## src/rtl/spi_cs_arbiter_if.sv

```systemverilog
// Bundle of requester-side and SPI-master-side signals for spi_cs_arbiter.
// Signal names keep the arbiter's point of view: i_* flow into it, o_* flow out of it.
//
// Handshake: a requester may pulse i_Req_DV[r] for one cycle only while
// o_Req_Ready[r] is high. Ready then drops until the byte's RX has come back.
// o_SPI_TX_DV is a one-cycle strobe issued only while the master reported
// i_SPI_TX_Ready. i_SPI_RX_DV and o_Req_RX_DV are one-cycle valids with no
// back-pressure.
interface spi_cs_arbiter_if #(
  parameter int CNT_W = 2
);
  logic [1:0]         i_Req;
  logic [2*CNT_W-1:0] i_Req_Count;
  logic [15:0]        i_Req_Byte;
  logic [1:0]         i_Req_DV;
  logic [1:0]         o_Grant;
  logic [1:0]         o_Req_Ready;
  logic [1:0]         o_Req_RX_DV;
  logic [7:0]         o_Req_RX_Byte;
  logic [1:0]         o_Req_Done;
  logic [CNT_W-1:0]   o_SPI_TX_Count;
  logic [7:0]         o_SPI_TX_Byte;
  logic               o_SPI_TX_DV;
  logic               i_SPI_TX_Ready;
  logic               i_SPI_RX_DV;
  logic [7:0]         i_SPI_RX_Byte;

  modport slave (
    input  i_Req, i_Req_Count, i_Req_Byte, i_Req_DV,
    input  i_SPI_TX_Ready, i_SPI_RX_DV, i_SPI_RX_Byte,
    output o_Grant, o_Req_Ready, o_Req_RX_DV, o_Req_RX_Byte, o_Req_Done,
    output o_SPI_TX_Count, o_SPI_TX_Byte, o_SPI_TX_DV
  );

  modport master (
    output i_Req, i_Req_Count, i_Req_Byte, i_Req_DV,
    output i_SPI_TX_Ready, i_SPI_RX_DV, i_SPI_RX_Byte,
    input  o_Grant, o_Req_Ready, o_Req_RX_DV, o_Req_RX_Byte, o_Req_Done,
    input  o_SPI_TX_Count, o_SPI_TX_Byte, o_SPI_TX_DV
  );
endinterface

```

## src/rtl/spi_cs_arbiter.sv

```systemverilog
// Two-requester arbiter in front of one single-CS SPI master: grants a whole
// CS transaction to one requester, forwards its TX bytes and routes RX back.
module spi_cs_arbiter #(
  parameter int MAX_BYTES_PER_CS = 2,
  parameter int CNT_W            = 2,
  parameter int RELEASE_GAP      = 2
) (
  input  logic             i_Clk,
  input  logic             i_Rst_L,
  spi_cs_arbiter_if.slave  bus,
  output logic [1:0]       o_Dbg_State
);

  localparam int GAP_W = (RELEASE_GAP > 2) ? $clog2(RELEASE_GAP) : 1;
  localparam logic [GAP_W-1:0] GAP_LAST = (RELEASE_GAP > 1) ? GAP_W'(RELEASE_GAP - 1) : '0;
  localparam logic [CNT_W-1:0] MAX_CNT  = CNT_W'(MAX_BYTES_PER_CS);

  typedef enum logic [1:0] {
    S_IDLE    = 2'd0,
    S_XFER    = 2'd1,
    S_RELEASE = 2'd2
  } state_t;

  state_t           state_q, state_d;
  logic             ptr_q, ptr_d;
  logic             sel_q, sel_d;
  logic [CNT_W-1:0] cnt_q, cnt_d;
  logic [CNT_W-1:0] tx_sent_q, tx_sent_d;
  logic [CNT_W-1:0] rx_cnt_q, rx_cnt_d;
  logic             pending_q, pending_d;
  logic [GAP_W-1:0] gap_q, gap_d;
  logic [1:0]       grant_q, grant_d;
  logic [1:0]       ready_q, ready_d;
  logic [1:0]       rx_dv_q, rx_dv_d;
  logic [7:0]       rx_byte_q, rx_byte_d;
  logic [1:0]       done_q, done_d;
  logic [CNT_W-1:0] tx_count_q, tx_count_d;
  logic [7:0]       tx_byte_q, tx_byte_d;
  logic             tx_dv_q, tx_dv_d;

  logic             pick;
  logic [CNT_W-1:0] raw_cnt;
  logic [CNT_W-1:0] clamp_cnt;
  logic [7:0]       g_byte;
  logic             accept;

  // Round-robin pick: the preferred requester if it asks, else the other one.
  assign pick      = bus.i_Req[ptr_q] ? ptr_q : ~ptr_q;
  assign raw_cnt   = pick ? bus.i_Req_Count[2*CNT_W-1:CNT_W] : bus.i_Req_Count[CNT_W-1:0];
  assign clamp_cnt = (raw_cnt > MAX_CNT) ? MAX_CNT : raw_cnt;
  assign g_byte    = sel_q ? bus.i_Req_Byte[15:8] : bus.i_Req_Byte[7:0];
  assign accept    = (state_q == S_XFER) && bus.i_Req_DV[sel_q] && ready_q[sel_q];

  always_comb begin
    state_d    = state_q;
    ptr_d      = ptr_q;
    sel_d      = sel_q;
    cnt_d      = cnt_q;
    tx_sent_d  = tx_sent_q;
    rx_cnt_d   = rx_cnt_q;
    pending_d  = pending_q;
    gap_d      = gap_q;
    grant_d    = grant_q;
    ready_d    = 2'b00;
    rx_dv_d    = 2'b00;
    rx_byte_d  = rx_byte_q;
    done_d     = 2'b00;
    tx_count_d = tx_count_q;
    tx_byte_d  = tx_byte_q;
    tx_dv_d    = 1'b0;

    case (state_q)
      S_IDLE: begin
        gap_d = '0;
        if (|bus.i_Req) begin
          sel_d     = pick;
          cnt_d     = clamp_cnt;
          ptr_d     = ~pick;
          tx_sent_d = '0;
          rx_cnt_d  = '0;
          pending_d = 1'b0;
          if (clamp_cnt == '0) begin
            // Empty transaction: acknowledge without touching the master.
            done_d[pick] = 1'b1;
            state_d      = S_RELEASE;
          end else begin
            grant_d       = 2'b00;
            grant_d[pick] = 1'b1;
            tx_count_d    = clamp_cnt;
            ready_d[pick] = bus.i_SPI_TX_Ready;
            state_d       = S_XFER;
          end
        end
      end

      S_XFER: begin
        if (bus.i_SPI_RX_DV) begin
          rx_dv_d[sel_q] = 1'b1;
          rx_byte_d      = bus.i_SPI_RX_Byte;
          rx_cnt_d       = rx_cnt_q + 1'b1;
          pending_d      = 1'b0;
          if (rx_cnt_d == cnt_q) begin
            done_d[sel_q] = 1'b1;
            state_d       = S_RELEASE;
          end
        end
        if (accept) begin
          tx_dv_d   = 1'b1;
          tx_byte_d = g_byte;
          tx_sent_d = tx_sent_q + 1'b1;
          pending_d = 1'b1;
        end
        // Ready is registered, so it is derived from next-cycle counters.
        ready_d[sel_q] = (state_d == S_XFER) && bus.i_SPI_TX_Ready &&
                         !pending_d && (tx_sent_d < cnt_q);
      end

      S_RELEASE: begin
        grant_d = 2'b00;
        if ((gap_q == GAP_LAST) && bus.i_SPI_TX_Ready) begin
          state_d = S_IDLE;
          gap_d   = '0;
        end else if (gap_q != GAP_LAST) begin
          gap_d = gap_q + 1'b1;
        end
      end

      default: state_d = S_IDLE;
    endcase
  end

  always_ff @(posedge i_Clk or negedge i_Rst_L) begin
    if (!i_Rst_L) begin
      state_q    <= S_IDLE;
      ptr_q      <= 1'b0;
      sel_q      <= 1'b0;
      cnt_q      <= '0;
      tx_sent_q  <= '0;
      rx_cnt_q   <= '0;
      pending_q  <= 1'b0;
      gap_q      <= '0;
      grant_q    <= 2'b00;
      ready_q    <= 2'b00;
      rx_dv_q    <= 2'b00;
      rx_byte_q  <= 8'h00;
      done_q     <= 2'b00;
      tx_count_q <= '0;
      tx_byte_q  <= 8'h00;
      tx_dv_q    <= 1'b0;
    end else begin
      state_q    <= state_d;
      ptr_q      <= ptr_d;
      sel_q      <= sel_d;
      cnt_q      <= cnt_d;
      tx_sent_q  <= tx_sent_d;
      rx_cnt_q   <= rx_cnt_d;
      pending_q  <= pending_d;
      gap_q      <= gap_d;
      grant_q    <= grant_d;
      ready_q    <= ready_d;
      rx_dv_q    <= rx_dv_d;
      rx_byte_q  <= rx_byte_d;
      done_q     <= done_d;
      tx_count_q <= tx_count_d;
      tx_byte_q  <= tx_byte_d;
      tx_dv_q    <= tx_dv_d;
    end
  end

  assign bus.o_Grant        = grant_q;
  assign bus.o_Req_Ready    = ready_q;
  assign bus.o_Req_RX_DV    = rx_dv_q;
  assign bus.o_Req_RX_Byte  = rx_byte_q;
  assign bus.o_Req_Done     = done_q;
  assign bus.o_SPI_TX_Count = tx_count_q;
  assign bus.o_SPI_TX_Byte  = tx_byte_q;
  assign bus.o_SPI_TX_DV    = tx_dv_q;
  assign o_Dbg_State        = state_q;

endmodule

```

## src/flat_wrapper.sv

```systemverilog
// flat-port wrapper written by rule: the top's interface ports become plain ports
module spi_cs_arbiter_flat 
#(
  parameter int MAX_BYTES_PER_CS = 2,
  parameter int CNT_W            = 2,
  parameter int RELEASE_GAP      = 2
)
  (i_Clk, i_Rst_L, o_Dbg_State, bus_i_Req, bus_i_Req_Count, bus_i_Req_Byte, bus_i_Req_DV, bus_i_SPI_TX_Ready, bus_i_SPI_RX_DV, bus_i_SPI_RX_Byte, bus_o_Grant, bus_o_Req_Ready, bus_o_Req_RX_DV, bus_o_Req_RX_Byte, bus_o_Req_Done, bus_o_SPI_TX_Count, bus_o_SPI_TX_Byte, bus_o_SPI_TX_DV);
  spi_cs_arbiter_if #(.CNT_W(CNT_W)) bus_i ();
  input  logic i_Clk;
  input  logic i_Rst_L;
  output logic [1:0] o_Dbg_State;
  input wire logic [$bits(bus_i.i_Req)-1:0] bus_i_Req;
  input wire logic [$bits(bus_i.i_Req_Count)-1:0] bus_i_Req_Count;
  input wire logic [$bits(bus_i.i_Req_Byte)-1:0] bus_i_Req_Byte;
  input wire logic [$bits(bus_i.i_Req_DV)-1:0] bus_i_Req_DV;
  input wire logic [$bits(bus_i.i_SPI_TX_Ready)-1:0] bus_i_SPI_TX_Ready;
  input wire logic [$bits(bus_i.i_SPI_RX_DV)-1:0] bus_i_SPI_RX_DV;
  input wire logic [$bits(bus_i.i_SPI_RX_Byte)-1:0] bus_i_SPI_RX_Byte;
  output wire logic [$bits(bus_i.o_Grant)-1:0] bus_o_Grant;
  output wire logic [$bits(bus_i.o_Req_Ready)-1:0] bus_o_Req_Ready;
  output wire logic [$bits(bus_i.o_Req_RX_DV)-1:0] bus_o_Req_RX_DV;
  output wire logic [$bits(bus_i.o_Req_RX_Byte)-1:0] bus_o_Req_RX_Byte;
  output wire logic [$bits(bus_i.o_Req_Done)-1:0] bus_o_Req_Done;
  output wire logic [$bits(bus_i.o_SPI_TX_Count)-1:0] bus_o_SPI_TX_Count;
  output wire logic [$bits(bus_i.o_SPI_TX_Byte)-1:0] bus_o_SPI_TX_Byte;
  output wire logic [$bits(bus_i.o_SPI_TX_DV)-1:0] bus_o_SPI_TX_DV;
  assign bus_i.i_Req = bus_i_Req;
  assign bus_i.i_Req_Count = bus_i_Req_Count;
  assign bus_i.i_Req_Byte = bus_i_Req_Byte;
  assign bus_i.i_Req_DV = bus_i_Req_DV;
  assign bus_i.i_SPI_TX_Ready = bus_i_SPI_TX_Ready;
  assign bus_i.i_SPI_RX_DV = bus_i_SPI_RX_DV;
  assign bus_i.i_SPI_RX_Byte = bus_i_SPI_RX_Byte;
  assign bus_o_Grant = bus_i.o_Grant;
  assign bus_o_Req_Ready = bus_i.o_Req_Ready;
  assign bus_o_Req_RX_DV = bus_i.o_Req_RX_DV;
  assign bus_o_Req_RX_Byte = bus_i.o_Req_RX_Byte;
  assign bus_o_Req_Done = bus_i.o_Req_Done;
  assign bus_o_SPI_TX_Count = bus_i.o_SPI_TX_Count;
  assign bus_o_SPI_TX_Byte = bus_i.o_SPI_TX_Byte;
  assign bus_o_SPI_TX_DV = bus_i.o_SPI_TX_DV;
  spi_cs_arbiter #(.MAX_BYTES_PER_CS(MAX_BYTES_PER_CS), .CNT_W(CNT_W), .RELEASE_GAP(RELEASE_GAP)) u_core (.i_Clk(i_Clk), .i_Rst_L(i_Rst_L), .bus(bus_i), .o_Dbg_State(o_Dbg_State));
endmodule
```

## config.mk

```make
export PLATFORM = sky130hd
export DESIGN_NAME = spi_cs_arbiter_flat
export DESIGN_NICKNAME = d
export VERILOG_FILES = /design/src/rtl/spi_cs_arbiter_if.sv /design/src/rtl/spi_cs_arbiter.sv /design/src/flat_wrapper.sv
export SDC_FILE = /design/constraint.sdc
export NUM_CORES = 1
export LEC_CHECK = 0
export BUFFER_PORTS_ARGS = -buffer_cell sky130_fd_sc_hd__buf_2
export CAP_MARGIN = 40
export CORE_MARGIN = 2
export CORE_UTILIZATION = 53
export DETAILED_ROUTE_END_ITERATION = 8
export PLACE_DENSITY = 0.9
export RECOVER_POWER = 100
export SYNTH_ARGS = -nofsm -noshare
export SYNTH_HDL_FRONTEND = slang
export SYNTH_SLANG_ARGS = --single-unit
```

## constraint.sdc

```tcl
create_clock -name i_Clk -period 6.01 [get_ports i_Clk]
set_clock_uncertainty 0.2 [all_clocks]
set_input_delay 1.202 -clock i_Clk [delete_from_list [all_inputs] [get_ports i_Clk]]
set_output_delay 1.202 -clock i_Clk [all_outputs]
set_load 0.03 [all_outputs]
```

==> results.sh <==
export IMPL_final_common_cell="dfrtp_1"
export IMPL_power_density_nw_per_um2=519
export IMPL_clockBufferDepth=2
export IMPL_r2r_start="u_core.sel_q"
export IMPL_die_h_um=62.9
export IMPL_final_min_clock_period_ns=4.20
export IMPL_crit_fanout=18
export IMPL_failed_checks="capacitance limit, slew limit"
export IMPL_rrSetupSlack_ns=1.93
export IMPL_cts_made_buffers=5
export IMPL_holdWs_ns=0.270
export IMPL_netlist_area_um2=1840
export IMPL_critPathMaxStageDelay_ns=1.18
export IMPL_postSynthCellCount=175
export IMPL_vias=1542
export IMPL_drc=0
export IMPL_drv_slew=59
export IMPL_gr_total_overflow=0
export IMPL_relSlewSlack_pct=-32.5
export IMPL_crit_slowest_cell="o21ai_0"
export IMPL_ir_worst_vdd_mv=0.250
export IMPL_die_area_um2=3960
export IMPL_viasPerCell=5.35
export IMPL_drive_gt1_share_pct=21.5
export IMPL_drt_pass1_iterations=4
export IMPL_fin_area_um2=2250
export IMPL_insertion_delay_ns=0.35
export IMPL_max_freq_mhz=238
export IMPL_cts_sinks=39
export IMPL_hpwl_um=2920
export IMPL_cts_hold_buffers=0
export IMPL_htree_num_levels=2
export IMPL_postRouteAntennaNets=0
export IMPL_core_area_um2=3340
export IMPL_crit_chain="buf_2, and3_1, o21ai_0, inv_1, nand2_1, xnor2_1, ha_1, a2111oi_0, nand3_1, a2bb2o_1"
export IMPL_ys_warn_count=0
export IMPL_fin_cells=288
export IMPL_fin_setup_tns_ns=0
export IMPL_rows=21
export IMPL_p_leak_nw=1.08
export IMPL_hold_path_class="flop to flop"
export IMPL_grt_pass1_wl_um=6470
export IMPL_synth_edf_count=0
export IMPL_reg2reg_depth=9
export IMPL_cts_resized=0
export IMPL_synth_seq_cells=39
export IMPL_whs_path_depth=2
export IMPL_grt_start_max_net_pins=40
export IMPL_post_cts_buffers=0
export IMPL_path_clk_slew_ns=0.11
export IMPL_initial_core_util_pct=55.1
export IMPL_crit_required_ns=6.09
export IMPL_crit_path_start="bus_i_Req_DV[1]"
export IMPL_synthToLayoutAreaGrowth_pct=22.1
export IMPL_cts_root_buf="clkbuf_4"
export IMPL_crit_path_end="u_core.bus.o_Req_Ready[1]"
export IMPL_async_reset_ff_share_pct=100
export IMPL_rsz0062_at_grt="no"
export IMPL_dpl_instance_area_um2=2190
export IMPL_finalSetupViolCount=0
export IMPL_synth_fp_nets=212
export IMPL_finalHoldViolCount=0
export IMPL_antenna_found_initial=0
export IMPL_fin_crit_sh_pct=69.8
export IMPL_worstMarginPinSlew_ns=1.99
export IMPL_synth_main_ff_cell="dfrtp_1"
export IMPL_cts_tree="done"
export IMPL_io_pins=65
export IMPL_r2r_end="u_core.bus.o_Req_Ready[1]"
export IMPL_drt_iter0_drc=65
export IMPL_grt_pass1_vias=1479
export IMPL_gp_congestion=0.853
export IMPL_drt_wirelength_per_cell_um=13.4
export IMPL_fin_nets=278
export IMPL_synth_cell_types=40
export IMPL_crit_arrival_ns=4.28
export IMPL_die_width_um=62.9
export IMPL_outcome="finished with violations"
export IMPL_start_kind="input port"
export IMPL_cap_violations=2
export IMPL_grt_usage_pct=20.9
export IMPL_dp_cells=280
export IMPL_fillers=300
export IMPL_worstSetupPathType="input port to flop"
export IMPL_portBuffers=64
export IMPL_endpoint_kind="flop"
export IMPL_diodes=0
export IMPL_final_cell_mix="39 x dfrtp_1, 34 x clkbuf_1, 31 x buf_2"
export IMPL_synth_seq_area_share_pct=53.1
export IMPL_syn_area_per_cell_um2=10.5
export IMPL_routed_wl_um=3860
-- per-layer routing --
layer	track usage, %	vias to the layer above	routed length (um)
met4	7.50	0	54
met5	0	-	0
met3	5.59	7	237
met2	35.4	51	1880
met1	25.6	735	1680
li1	-	749	-
-- worst max-delay path, delay by kind of cell --
kind / cells / cell delay, ns
AOI/OAI and AO/OA: 3 / 1.89
xor gates and xnor gates: 1 / 0.13
adders and majority gates: 1 / 0.24
buffers and inverters: 2 / 0.29
and+or+nand+nor: 3 / 0.53
-- stage by stage --
| stage | power (W) | setup WS, ns | utilization, % |
|---|---|---|---|
| after floorplan | 0.000832 | 2.91 | - |
| after global placement | 0.000964 | 2.40 | 65.6 |
| after detailed placement | 0.000984 | 2.30 | 65.6 |
| after CTS | 0.00120 | 2.66 | 68.7 |
| after global routing | 0.00124 | 1.54 | 67.3 |
| final | 0.00117 | 1.81 | 67.3 |
-- cell usage after synthesis, types with 2 or more instances --
cell type  count  area [um^2]
mux2i_1        9         90.1
a21oi_1        7         35.0
nand3b_1       4         30.0
xnor2_1        2         17.5
nand2b_1       4         25.0
a21o_1         4         30.0
nor2_1         8         30.0
o22ai_1        2         12.5
and3_1         2         12.5
nand2_1       22         82.6
inv_1          8         30.0
a2111oi_0      2         17.5
nand3_1        9         45.0
o21ai_0       15         75.1
mux2_2        10          113
dfrtp_1       39          976
nor2b_1        2         12.5
buf_2          4         20.0
-- power by group --
group	total [W]	internal, W	switching, W
clock	0.000212	0.000130	0.0000826
sequential	0.000455	0.000364	0.0000908
combinational	0.000498	0.000175	0.000324
total	0.00117	0.000668	0.000497
-- final cells by class --
| cell class | count | area, um^2 | area share (%) |
|---|---|---|---|
| clock buffers | 6 | 41.3 | 1.84 |
| clock inverters | 2 | 60.1 | 2.67 |
| inverters | 8 | 30.0 | 1.34 |
| multi-input cells | 123 | 802 | 35.7 |
| flip-flops and latches | 39 | 976 | 43.5 |
| well taps | 46 | 57.6 | 2.56 |
| repair buffers | 64 | 279 | 12.4 |
-- cells by family after synthesis --
logic type               count (synthesis)  share of synthesized area, %
flip-flops                              39                          53.1
AND/OR/NAND/NOR                         61                          17.3
adder cells (fa/ha/maj)                  1                         0.680
XOR/XNOR                                 2                         0.953
AO/OA/AOI/OAI                           40                          13.9
buffers and inverters                   13                          3.13
multiplexers                            19                          11.0
-- worst min path at each step --
stage                                 from          endpoint  slack [ns]
after detailed placement  u_core.pending_q  u_core.pending_q        0.25
after floorplan           u_core.pending_q  u_core.pending_q        0.23
after CTS                 u_core.pending_q  u_core.pending_q        0.27
after global routing          u_core.gap_q      u_core.gap_q        0.31
after global placement    u_core.pending_q  u_core.pending_q        0.24
final                     u_core.pending_q  u_core.pending_q        0.27
(Power assumes the default switching activity.)
